==> config.mk <==
export PLATFORM = sky130hd
export DESIGN_NAME = adc_lane_serializer_flat
export DESIGN_NICKNAME = d
export VERILOG_FILES = /design/src/rtl/adc_lane_serializer_if.sv /design/src/rtl/adc_lane_serializer.sv /design/src/flat_wrapper.sv
export SDC_FILE = /design/constraint.sdc
export NUM_CORES = 2
export LEC_CHECK = 0
export ABC_AREA = 0
export CELL_PAD_IN_SITES_DETAIL_PLACEMENT = 1
export CELL_PAD_IN_SITES_GLOBAL_PLACEMENT = 2
export CORE_MARGIN = 2
export CORE_UTILIZATION = 26
export DETAILED_ROUTE_END_ITERATION = 8
export HOLD_SLACK_MARGIN = 0.15
export PLACE_DENSITY = 0.58
export SLEW_MARGIN = 30
export SYNTH_ARGS = -nofsm -noshare
export SYNTH_HDL_FRONTEND = slang
export SYNTH_SLANG_ARGS = --single-unit
==> constraint.sdc <==
create_clock -name adc_clk -period 3.7 [get_ports adc_clk]
set_input_delay 0.74 -clock adc_clk [delete_from_list [all_inputs] [get_ports adc_clk]]
set_output_delay 0.74 -clock adc_clk [all_outputs]
set_load 0.05 [all_outputs]
==> src/rtl/adc_lane_serializer_if.sv <==
// Per-channel beat stream from the lane serializer to the beamformer datapath.
// The serializer holds the master side; the consumer holds the slave side.
interface adc_lane_serializer_if #(
  parameter int IQ_WIDTH = 16,
  parameter int CH_W     = 5
);
  logic [IQ_WIDTH-1:0] out_i;
  logic [IQ_WIDTH-1:0] out_q;
  logic [CH_W-1:0]     out_ch;
  logic                out_sof;
  logic                out_eof;
  logic                out_valid;
  logic                out_ready;

  modport master (
    output out_i, out_q, out_ch, out_sof, out_eof, out_valid,
    input  out_ready
  );

  modport slave (
    input  out_i, out_q, out_ch, out_sof, out_eof, out_valid,
    output out_ready
  );
endinterface

==> src/rtl/adc_lane_serializer.sv <==
// Captures lane-wide IQ frames into a ping-pong buffer and streams them out
// one channel per accepted beat, counting frames dropped for lack of space.
module adc_lane_serializer #(
  parameter int NUM_CH   = 24,
  parameter int IQ_WIDTH = 16,
  parameter int CH_W     = 5,
  parameter int CNT_W    = 16
) (
  input  logic                         adc_clk,
  input  logic                         rst_n,
  input  logic [NUM_CH*2*IQ_WIDTH-1:0] in_data,
  input  logic                         in_valid,
  input  logic                         enable,
  input  logic                         clear_stats,
  adc_lane_serializer_if.master        beat,
  output logic [CNT_W-1:0]             overflow_cnt,
  output logic                         overflow_sticky
);

  localparam int unsigned FW = NUM_CH * 2 * IQ_WIDTH;

  typedef enum logic {IDLE, STREAM} state_t;

  state_t              r_state;
  state_t              w_nxt_state;
  logic [FW-1:0]       r_buf0;
  logic [FW-1:0]       r_buf1;
  logic [1:0]          r_full;
  logic [1:0]          w_full_nxt;
  logic                r_wr_sel;
  logic                r_rd_sel;

  logic [IQ_WIDTH-1:0] r_out_i;
  logic [IQ_WIDTH-1:0] r_out_q;
  logic [CH_W-1:0]     r_out_ch;
  logic                r_out_sof;
  logic                r_out_eof;
  logic                r_out_valid;
  logic [CNT_W-1:0]    r_ovf_cnt;
  logic                r_ovf_sticky;

  logic                w_accept;
  logic                w_last_acc;
  logic                w_rel0;
  logic                w_rel1;
  logic                w_wr_free;
  logic                w_capture;
  logic                w_drop;

  logic                w_load;
  logic                w_load_sel;
  logic [CH_W-1:0]     w_load_ch;
  logic                w_go_idle;
  logic [FW-1:0]       w_src;
  logic [IQ_WIDTH-1:0] w_ld_i;
  logic [IQ_WIDTH-1:0] w_ld_q;

  // Handshake and buffer-release decode
  assign w_accept   = (r_state == STREAM) && r_out_valid && beat.out_ready;
  assign w_last_acc = w_accept && (r_out_ch == CH_W'(NUM_CH - 1));
  assign w_rel0     = w_last_acc && !r_rd_sel;
  assign w_rel1     = w_last_acc &&  r_rd_sel;

  // A buffer draining its last beat on this edge is reusable on the same edge
  assign w_wr_free = r_wr_sel ? (!r_full[1] || w_rel1) : (!r_full[0] || w_rel0);
  assign w_capture = enable && in_valid &&  w_wr_free;
  assign w_drop    = enable && in_valid && !w_wr_free;

  assign w_full_nxt[0] = (r_full[0] && !w_rel0) || (w_capture && !r_wr_sel);
  assign w_full_nxt[1] = (r_full[1] && !w_rel1) || (w_capture &&  r_wr_sel);

  always_ff @(posedge adc_clk or negedge rst_n) begin
    if (!rst_n) begin
      r_buf0   <= '0;
      r_buf1   <= '0;
      r_full   <= '0;
      r_wr_sel <= 1'b0;
      r_rd_sel <= 1'b0;
    end else begin
      if (w_capture) begin
        if (r_wr_sel) r_buf1 <= in_data;
        else          r_buf0 <= in_data;
        r_wr_sel <= ~r_wr_sel;
      end
      r_full <= w_full_nxt;
      if (w_last_acc) r_rd_sel <= ~r_rd_sel;
    end
  end

  always_ff @(posedge adc_clk or negedge rst_n) begin
    if (!rst_n) begin
      r_ovf_cnt    <= '0;
      r_ovf_sticky <= 1'b0;
    end else if (clear_stats) begin
      r_ovf_cnt    <= '0;
      r_ovf_sticky <= 1'b0;
    end else if (w_drop) begin
      if (r_ovf_cnt != '1) r_ovf_cnt <= r_ovf_cnt + 1'b1;
      r_ovf_sticky <= 1'b1;
    end
  end

  // Read FSM: state register
  always_ff @(posedge adc_clk or negedge rst_n) begin
    if (!rst_n) r_state <= IDLE;
    else        r_state <= w_nxt_state;
  end

  // Read FSM: next state (full flags as registered at cycle start)
  always_comb begin
    w_nxt_state = r_state;
    case (r_state)
      IDLE:    if (r_full[r_rd_sel]) w_nxt_state = STREAM;
      STREAM:  if (w_last_acc && !r_full[~r_rd_sel]) w_nxt_state = IDLE;
      default: w_nxt_state = IDLE;
    endcase
  end

  // Read FSM: output-register load decisions
  always_comb begin
    w_load     = 1'b0;
    w_load_sel = r_rd_sel;
    w_load_ch  = '0;
    w_go_idle  = 1'b0;
    case (r_state)
      IDLE: if (r_full[r_rd_sel]) w_load = 1'b1;
      STREAM: begin
        if (w_last_acc) begin
          if (r_full[~r_rd_sel]) begin
            w_load     = 1'b1;
            w_load_sel = ~r_rd_sel;
          end else begin
            w_go_idle = 1'b1;
          end
        end else if (w_accept) begin
          w_load    = 1'b1;
          w_load_ch = r_out_ch + 1'b1;
        end
      end
      default: w_go_idle = 1'b1;
    endcase
  end

  assign w_src = w_load_sel ? r_buf1 : r_buf0;

  always_comb begin
    w_ld_i = '0;
    w_ld_q = '0;
    for (int unsigned c = 0; c < NUM_CH; c++) begin
      if (w_load_ch == CH_W'(c)) begin
        w_ld_i = w_src[c*2*IQ_WIDTH +: IQ_WIDTH];
        w_ld_q = w_src[c*2*IQ_WIDTH + IQ_WIDTH +: IQ_WIDTH];
      end
    end
  end

  always_ff @(posedge adc_clk or negedge rst_n) begin
    if (!rst_n) begin
      r_out_i     <= '0;
      r_out_q     <= '0;
      r_out_ch    <= '0;
      r_out_sof   <= 1'b0;
      r_out_eof   <= 1'b0;
      r_out_valid <= 1'b0;
    end else if (w_load) begin
      r_out_i     <= w_ld_i;
      r_out_q     <= w_ld_q;
      r_out_ch    <= w_load_ch;
      r_out_sof   <= (w_load_ch == '0);
      r_out_eof   <= (w_load_ch == CH_W'(NUM_CH - 1));
      r_out_valid <= 1'b1;
    end else if (w_go_idle) begin
      r_out_i     <= '0;
      r_out_q     <= '0;
      r_out_ch    <= '0;
      r_out_sof   <= 1'b0;
      r_out_eof   <= 1'b0;
      r_out_valid <= 1'b0;
    end
  end

  assign beat.out_i      = r_out_i;
  assign beat.out_q      = r_out_q;
  assign beat.out_ch     = r_out_ch;
  assign beat.out_sof    = r_out_sof;
  assign beat.out_eof    = r_out_eof;
  assign beat.out_valid  = r_out_valid;
  assign overflow_cnt    = r_ovf_cnt;
  assign overflow_sticky = r_ovf_sticky;

endmodule

==> src/flat_wrapper.sv <==
// flat-port wrapper written by rule: the top's interface ports become plain ports
module adc_lane_serializer_flat 
#(
  parameter int NUM_CH   = 24,
  parameter int IQ_WIDTH = 16,
  parameter int CH_W     = 5,
  parameter int CNT_W    = 16
)
  (adc_clk, rst_n, in_data, in_valid, enable, clear_stats, overflow_cnt, overflow_sticky, beat_out_i, beat_out_q, beat_out_ch, beat_out_sof, beat_out_eof, beat_out_valid, beat_out_ready);
  adc_lane_serializer_if #(.IQ_WIDTH(IQ_WIDTH), .CH_W(CH_W)) beat_i ();
  input  logic adc_clk;
  input  logic rst_n;
  input  logic [NUM_CH*2*IQ_WIDTH-1:0] in_data;
  input  logic in_valid;
  input  logic enable;
  input  logic clear_stats;
  output logic [CNT_W-1:0] overflow_cnt;
  output logic overflow_sticky;
  output wire logic [$bits(beat_i.out_i)-1:0] beat_out_i;
  output wire logic [$bits(beat_i.out_q)-1:0] beat_out_q;
  output wire logic [$bits(beat_i.out_ch)-1:0] beat_out_ch;
  output wire logic [$bits(beat_i.out_sof)-1:0] beat_out_sof;
  output wire logic [$bits(beat_i.out_eof)-1:0] beat_out_eof;
  output wire logic [$bits(beat_i.out_valid)-1:0] beat_out_valid;
  input wire logic [$bits(beat_i.out_ready)-1:0] beat_out_ready;
  assign beat_out_i = beat_i.out_i;
  assign beat_out_q = beat_i.out_q;
  assign beat_out_ch = beat_i.out_ch;
  assign beat_out_sof = beat_i.out_sof;
  assign beat_out_eof = beat_i.out_eof;
  assign beat_out_valid = beat_i.out_valid;
  assign beat_i.out_ready = beat_out_ready;
  adc_lane_serializer #(.NUM_CH(NUM_CH), .IQ_WIDTH(IQ_WIDTH), .CH_W(CH_W), .CNT_W(CNT_W)) u_core (.adc_clk(adc_clk), .rst_n(rst_n), .in_data(in_data), .in_valid(in_valid), .enable(enable), .clear_stats(clear_stats), .beat(beat_i), .overflow_cnt(overflow_cnt), .overflow_sticky(overflow_sticky));
endmodule
Word-level counts from Yosys, hierarchy flattened

Cells that the tools add are included.

Input port bits: 774
Bits in registers: 1598
Logic and storage cells: 162
Output and inout bits: 57

Bitwise gates (word level): 3
Magnitude comparators: 2
Multiplexer cells: 84
Add/sub/neg operators: 2
Equal/unequal tests: 25
Reduce and logical (&&, ||, !) cells: 32

Operators by type and width:

| cell                                                        | number |
|---|---|
| 2-to-1 mux 16 bit                                           | 54 |
| 2-to-1 mux 768 bit                                          | 1 |
| equality test 5 bit (second input constant)                 | 9 |
| equality test 5 x 4 -> 1 bit (second input constant)        | 8 |
| 2-to-1 mux 5 bit                                            | 5 |
| 2-to-1 mux 1 bit                                            | 22 |
| equality test 5 x 3 -> 1 bit (second input constant)        | 4 |
| adder 16 x 1 -> 16 bit (second input constant)              | 1 |
| != test 16 bit (second input constant)                      | 1 |
| logical AND 1 bit                                           | 13 |
| equality test 5 x 2 -> 1 bit (second input constant)        | 2 |
| logical NOT 1 bit                                           | 8 |
| AND reduction 2 bit                                         | 3 |
| nonzero test 2 bit                                          | 3 |
| adder 5 x 1 -> 5 bit (second input constant)                | 1 |
| equality test 5 x 1 -> 1 bit (second input constant)        | 1 |
| logical NOT 5 bit                                           | 1 |
| logical OR 1 bit                                            | 4 |
| less-than comparator 1 x 2 -> 1 bit (second input constant) | 2 |
| one-hot mux 1 bit (2 select lines)                          | 2 |
| inverter 1 bit                                              | 3 |

Logic depth before layout (Yosys ltp)

Word-level depth: 32
Gate-level depth with buffers: 16
Mapped depth without buffers: 9

Least setup slack after synthesis

No wires, ideal clock.

Path kind: register to register
Start point: register u_core.r_out_ch[1], in the netlist u_core.beat.out_ch[1]
End point: register u_core.r_out_i[12], in the netlist u_core.beat.out_i[12]
Period minus slack after synthesis: 3332 ps
Data required time: 3618 ps
Data arrival time: 3250 ps
Stages on the path, launching flop included: 14
Slack: 368 ps
Path through: dfrtp_1 ha_1 buf_2 nand2b_1 o31ai_1 and2_1 buf_2 a32o_1 or2_1 clkbuf_2 clkbuf_1 nor3_1 a211o_1 a31oi_1

Word-level cells in the longest chain between the ends: 30

Ends and longest elaborated chain:

| element                                                     | line                                                   | source |
|---|---|---|
| start, declared                                             | adc_lane_serializer.sv:35                              | `logic [CH_W-1:0] r_out_ch;` |
| start signal, assigned                                      | adc_lane_serializer.sv:168                             | `r_out_ch <= w_load_ch;` |
| adder 5 x 1 -> 5 bit or equality test 5 bit (tied branches) | adc_lane_serializer.sv:137, adc_lane_serializer.sv:60  |  |
| 2-to-1 mux 5 bit or logical AND 1 bit (tied branches)       | adc_lane_serializer.sv:135, adc_lane_serializer.sv:60  |  |
| 2-to-1 mux 5 bit or 2-to-1 mux 1 bit (tied branches)        | adc_lane_serializer.sv:128                             | `if (w_last_acc) begin` |
| 2-to-1 mux 5 bit or 2-to-1 mux 1 bit (tied branches)        | adc_lane_serializer.sv:125                             | `case (r_state)` |
| logical NOT 5 bit or 2-to-1 mux 768 bit (tied branches)     | adc_lane_serializer.sv:150, adc_lane_serializer.sv:144 |  |
| 2-to-1 mux 16 bit (24 in series)                            | adc_lane_serializer.sv:150                             | `if (w_load_ch == CH_W'(c)) begin` |
| 2-to-1 mux 16 bit                                           | adc_lane_serializer.sv:165                             | `end else if (w_load) begin` |
| end signal, assigned                                        | adc_lane_serializer.sv:166                             | `r_out_i <= w_ld_i;` |
| end, declared                                               | adc_lane_serializer.sv:33                              | `logic [IQ_WIDTH-1:0] r_out_i;` |

Parallel ways exist; a longest one is shown, timed or not.
A chain may end at the register's enable or synchronous reset.

Worst setup path after layout

Start point: register u_core.r_out_ch[0], in the netlist u_core.beat.out_ch[0]
End point: register u_core.r_out_i[11], in the netlist u_core.beat.out_i[11]

Same word-level chain as after synthesis.

==> impl_metrics.toml <==
[timing]
slew_viol_final = 0
min_period_ns = 3.660
finalHoldViolations = 0
rsz0062_at_grt = "yes"
slew_headroom_pct = 29.72
setup_viol = 0
min_period_over_period_pct = 98.92
tns_ns = 0
tightest_slew_ns = 1.044
hold-worst-slack_ns = 0.3978
max_freq_mhz = 273.2
skew_ns = 0.07133
postLayoutSetupSlackWorst_ns = 0.03980

[flow_run]
drv_cap = 0

[global_routing]
grt_pass1_vias = 68073
grt_pass1_wl_um = 536000
antenna_found_initial = 153
grt_start_max_net_pins = 121
grt_usage_pct = 25.71
grt.overflow.total = 0

[placed_design]
dpl.hpwl_um = 288800
pre_cts_ws_ns = -1.837
place.gp.congestion = 0.8911
port_buffers = 830

[drt]
dr.pass1.iters = 5
drc = 0
postRouteAntennaNets = 0
wire_per_inst_um = 29.45
drt-initial-drc-count = 5061
num_vias = 65292
via_per_inst = 5.034
totalWireLength_um = 381900

[die]
num_rows = 196
die_h_um = 538.5
die_w_um = 538.5
io_pins = 831
die_area_um2 = 290000
core-area_um2 = 284700
initial_utilization_pct = 26.09

[final_layout]
layout.nets = 9776
fin_util_pct = 35.30
syn_to_final_growth_pct = 35.31
drive_above_1_share_pct = 22.36

[synth]
synth_top_area_share_pct = 53.84
synth_most_common_cell = "nand2_1"
syn-num-nets = 8468
synth_cell_types = 76
synth.ff_latch_count = 1598
yosysWarnings = 0
yosysSeqAreaShare_pct = 53.84
synth_ff_type = "dfrtp_1"
synthTopCellsByCount = "nand2_1 (3,125), dfrtp_1 (1,598), mux2_2 (799), clkbuf_1 (337), nand3_1 (264)"
yosysTopAreaCell = "dfrtp_1"
synthesis.area_um2 = 74280
syn_inst = 7692
async_reset_ff_share_pct = 100.0
synth_edf_count = 0
synth.area.top_cells = "dfrtp_1 (54%), nand2_1 (16%), mux2_2 (12%)"
synth_area_per_cell_um2 = 9.656

[worst_setup_path]
criticalPathCategory = "reg -> reg"
cp-end-kind = "flop"
path_max_fanout = 15
worstPathRequired_ns = 4.43
cp-start-kind = "flop"
r2r-start = "u_core.beat.out_ch[0]$_DFFE_PN0P_"
crit_path_start = "u_core.beat.out_ch[0]$_DFFE_PN0P_"
arrival_ns = 4.39

[power]
ir_worst_vdd_uv = 384.1
power_density_nw_per_um2 = 650.2
leakage_nw = 44.71

[outcome]
status = "complete, no violations"

[clock_network]
root_buffer = "clkbuf_16"
cts_buffers = 200
path_clk_slew_ns = 0.06
clock_sinks = 1598
clk_latency_ns = 0.90
cts_tree = "yes"
cts_htree_levels = 4
cts_buffer_depth = 4

[min_path]
hold_path_class = "in -> reg"
worstHoldStart = "in_data[566]"
## state kept, by name, summed over array words and instances, names as in the netlist
register	cells
u_core.beat.out_i	16
u_core.r_buf1	768
u_core.beat.out_eof	1
u_core.r_wr_sel	1
u_core.r_buf0	768
u_core.r_full	2
u_core.beat.out_ch	5
u_core.beat.out_sof	1
u_core.overflow_sticky	1
u_core.r_state	1
u_core.beat.out_valid	1
u_core.overflow_cnt	16
u_core.r_rd_sel	1
u_core.beat.out_q	16
## cells by family after synthesis
family	share of synthesized area (%)
compound gates	7.803
xor+xnor	0.2476
fa+ha+maj	0.03368
flops	53.84
mux	15.43
buf+inv	3.472
simple gates	19.18
## critical path: stages (launching register included)
cell and delay [ns]:
dfrtp_2 0.39, buf_4 0.24, and4bb_1 0.28, o41ai_4 0.09, buf_4 0.17, and3_4 0.19
or2_1 0.28, buf_4 0.20, or4_1 0.67, a2111oi_2 0.55, or3_1 0.34, a31oi_1 0.12
## metal layers
metal,share of wire [%],global-route usage [%],vias to the layer above,routed length (µm)
met4,3.1,8.525,58,11970
met2,44,39.33,1929,169300
li1,-,-,28692,-
met3,6.1,4.891,507,23310
met1,46,36.27,34106,176900
met5,0.10,0,-,386
## per-stage QoR
step	area (µm²)	instances	total power, mW
2_1_floorplan	74280	7692	38.03
3_3_place_gp	93030	12539	44.24
3_5_place_dp	93080	12540	45.25
4_1_cts	100100	12913	65.84
5_1_grt	100400	12945	69.17
6_report	100500	12969	65.35
## cells in the final DEF, fill, tap and decap left out, drive strengths merged, types with 7 or more instances in the layout
cell / count
a2111oi: 18
a211o: 39
a211oi: 18
a21o: 27
a21oi: 190
a31o: 7
a31oi: 147
a32oi: 126
and2: 9
and3: 13
buf: 831
bufinv: 10
clkbuf: 312
clkdlybuf4s50: 828
clkinv: 35
dfrtp: 1598
diode: 46
inv: 15
mux2: 801
mux2i: 230
nand2: 3126
nand3: 264
nand4: 61
nor2: 34
nor3: 23
o21ai: 195
o221ai: 7
o22ai: 45
o31ai: 25
or3: 14
or4: 11
xnor2: 9
xor2: 12
## cell type report
cell class                      instances  area (µm²)
Multi-Input combinational cell       5527       32280
Antenna cell                           46       115.1
Clock buffer                          309        5956
Timing Repair Buffer                 1664       16750
Sequential cell                      1598       39990
Fill cell                           31823      184200
Clock inverter                         54       668.1
Inverter                                9       33.78
Tap cell                             3762        4707
## final timing paths
check | endpoint | slack [ns] | cells after the start
worst max-delay path | u_core.beat.out_i[11]$_DFFE_PN0P_ | 0.04 | 11
worst min-delay path | u_core.r_buf0[566]$_DFFE_PN0P_ | 0.40 | 3
worst max register to register | u_core.beat.out_i[11]$_DFFE_PN0P_ | 0.04 | 11
worst min register to register | u_core.r_buf0[500]$_DFFE_PN0P_ | 0.47 | 2
max in group asynchronous | u_core.r_buf1[148]$_DFFE_PN0P_ | 1.89 | 3
min in group asynchronous | u_core.r_buf0[14]$_DFFE_PN0P_ | 0.45 | 2
## where the power goes
part           internal, mW  total, mW  switching (mW)
registers              25.4       30.0            4.58
clock network          11.8       20.1            8.37
logic                  7.73       15.2            7.47
total                  44.9       65.3            20.4
## timing repair
item,in CTS,in global routing
setup endpoints to repair,32,28
cloned,0,2
hold endpoints to repair,68,0
pin swaps,5,8
gates resized for setup,53,38
hold buffers,1,0
buffers inserted,9,8
(Power assumes the default switching activity.)
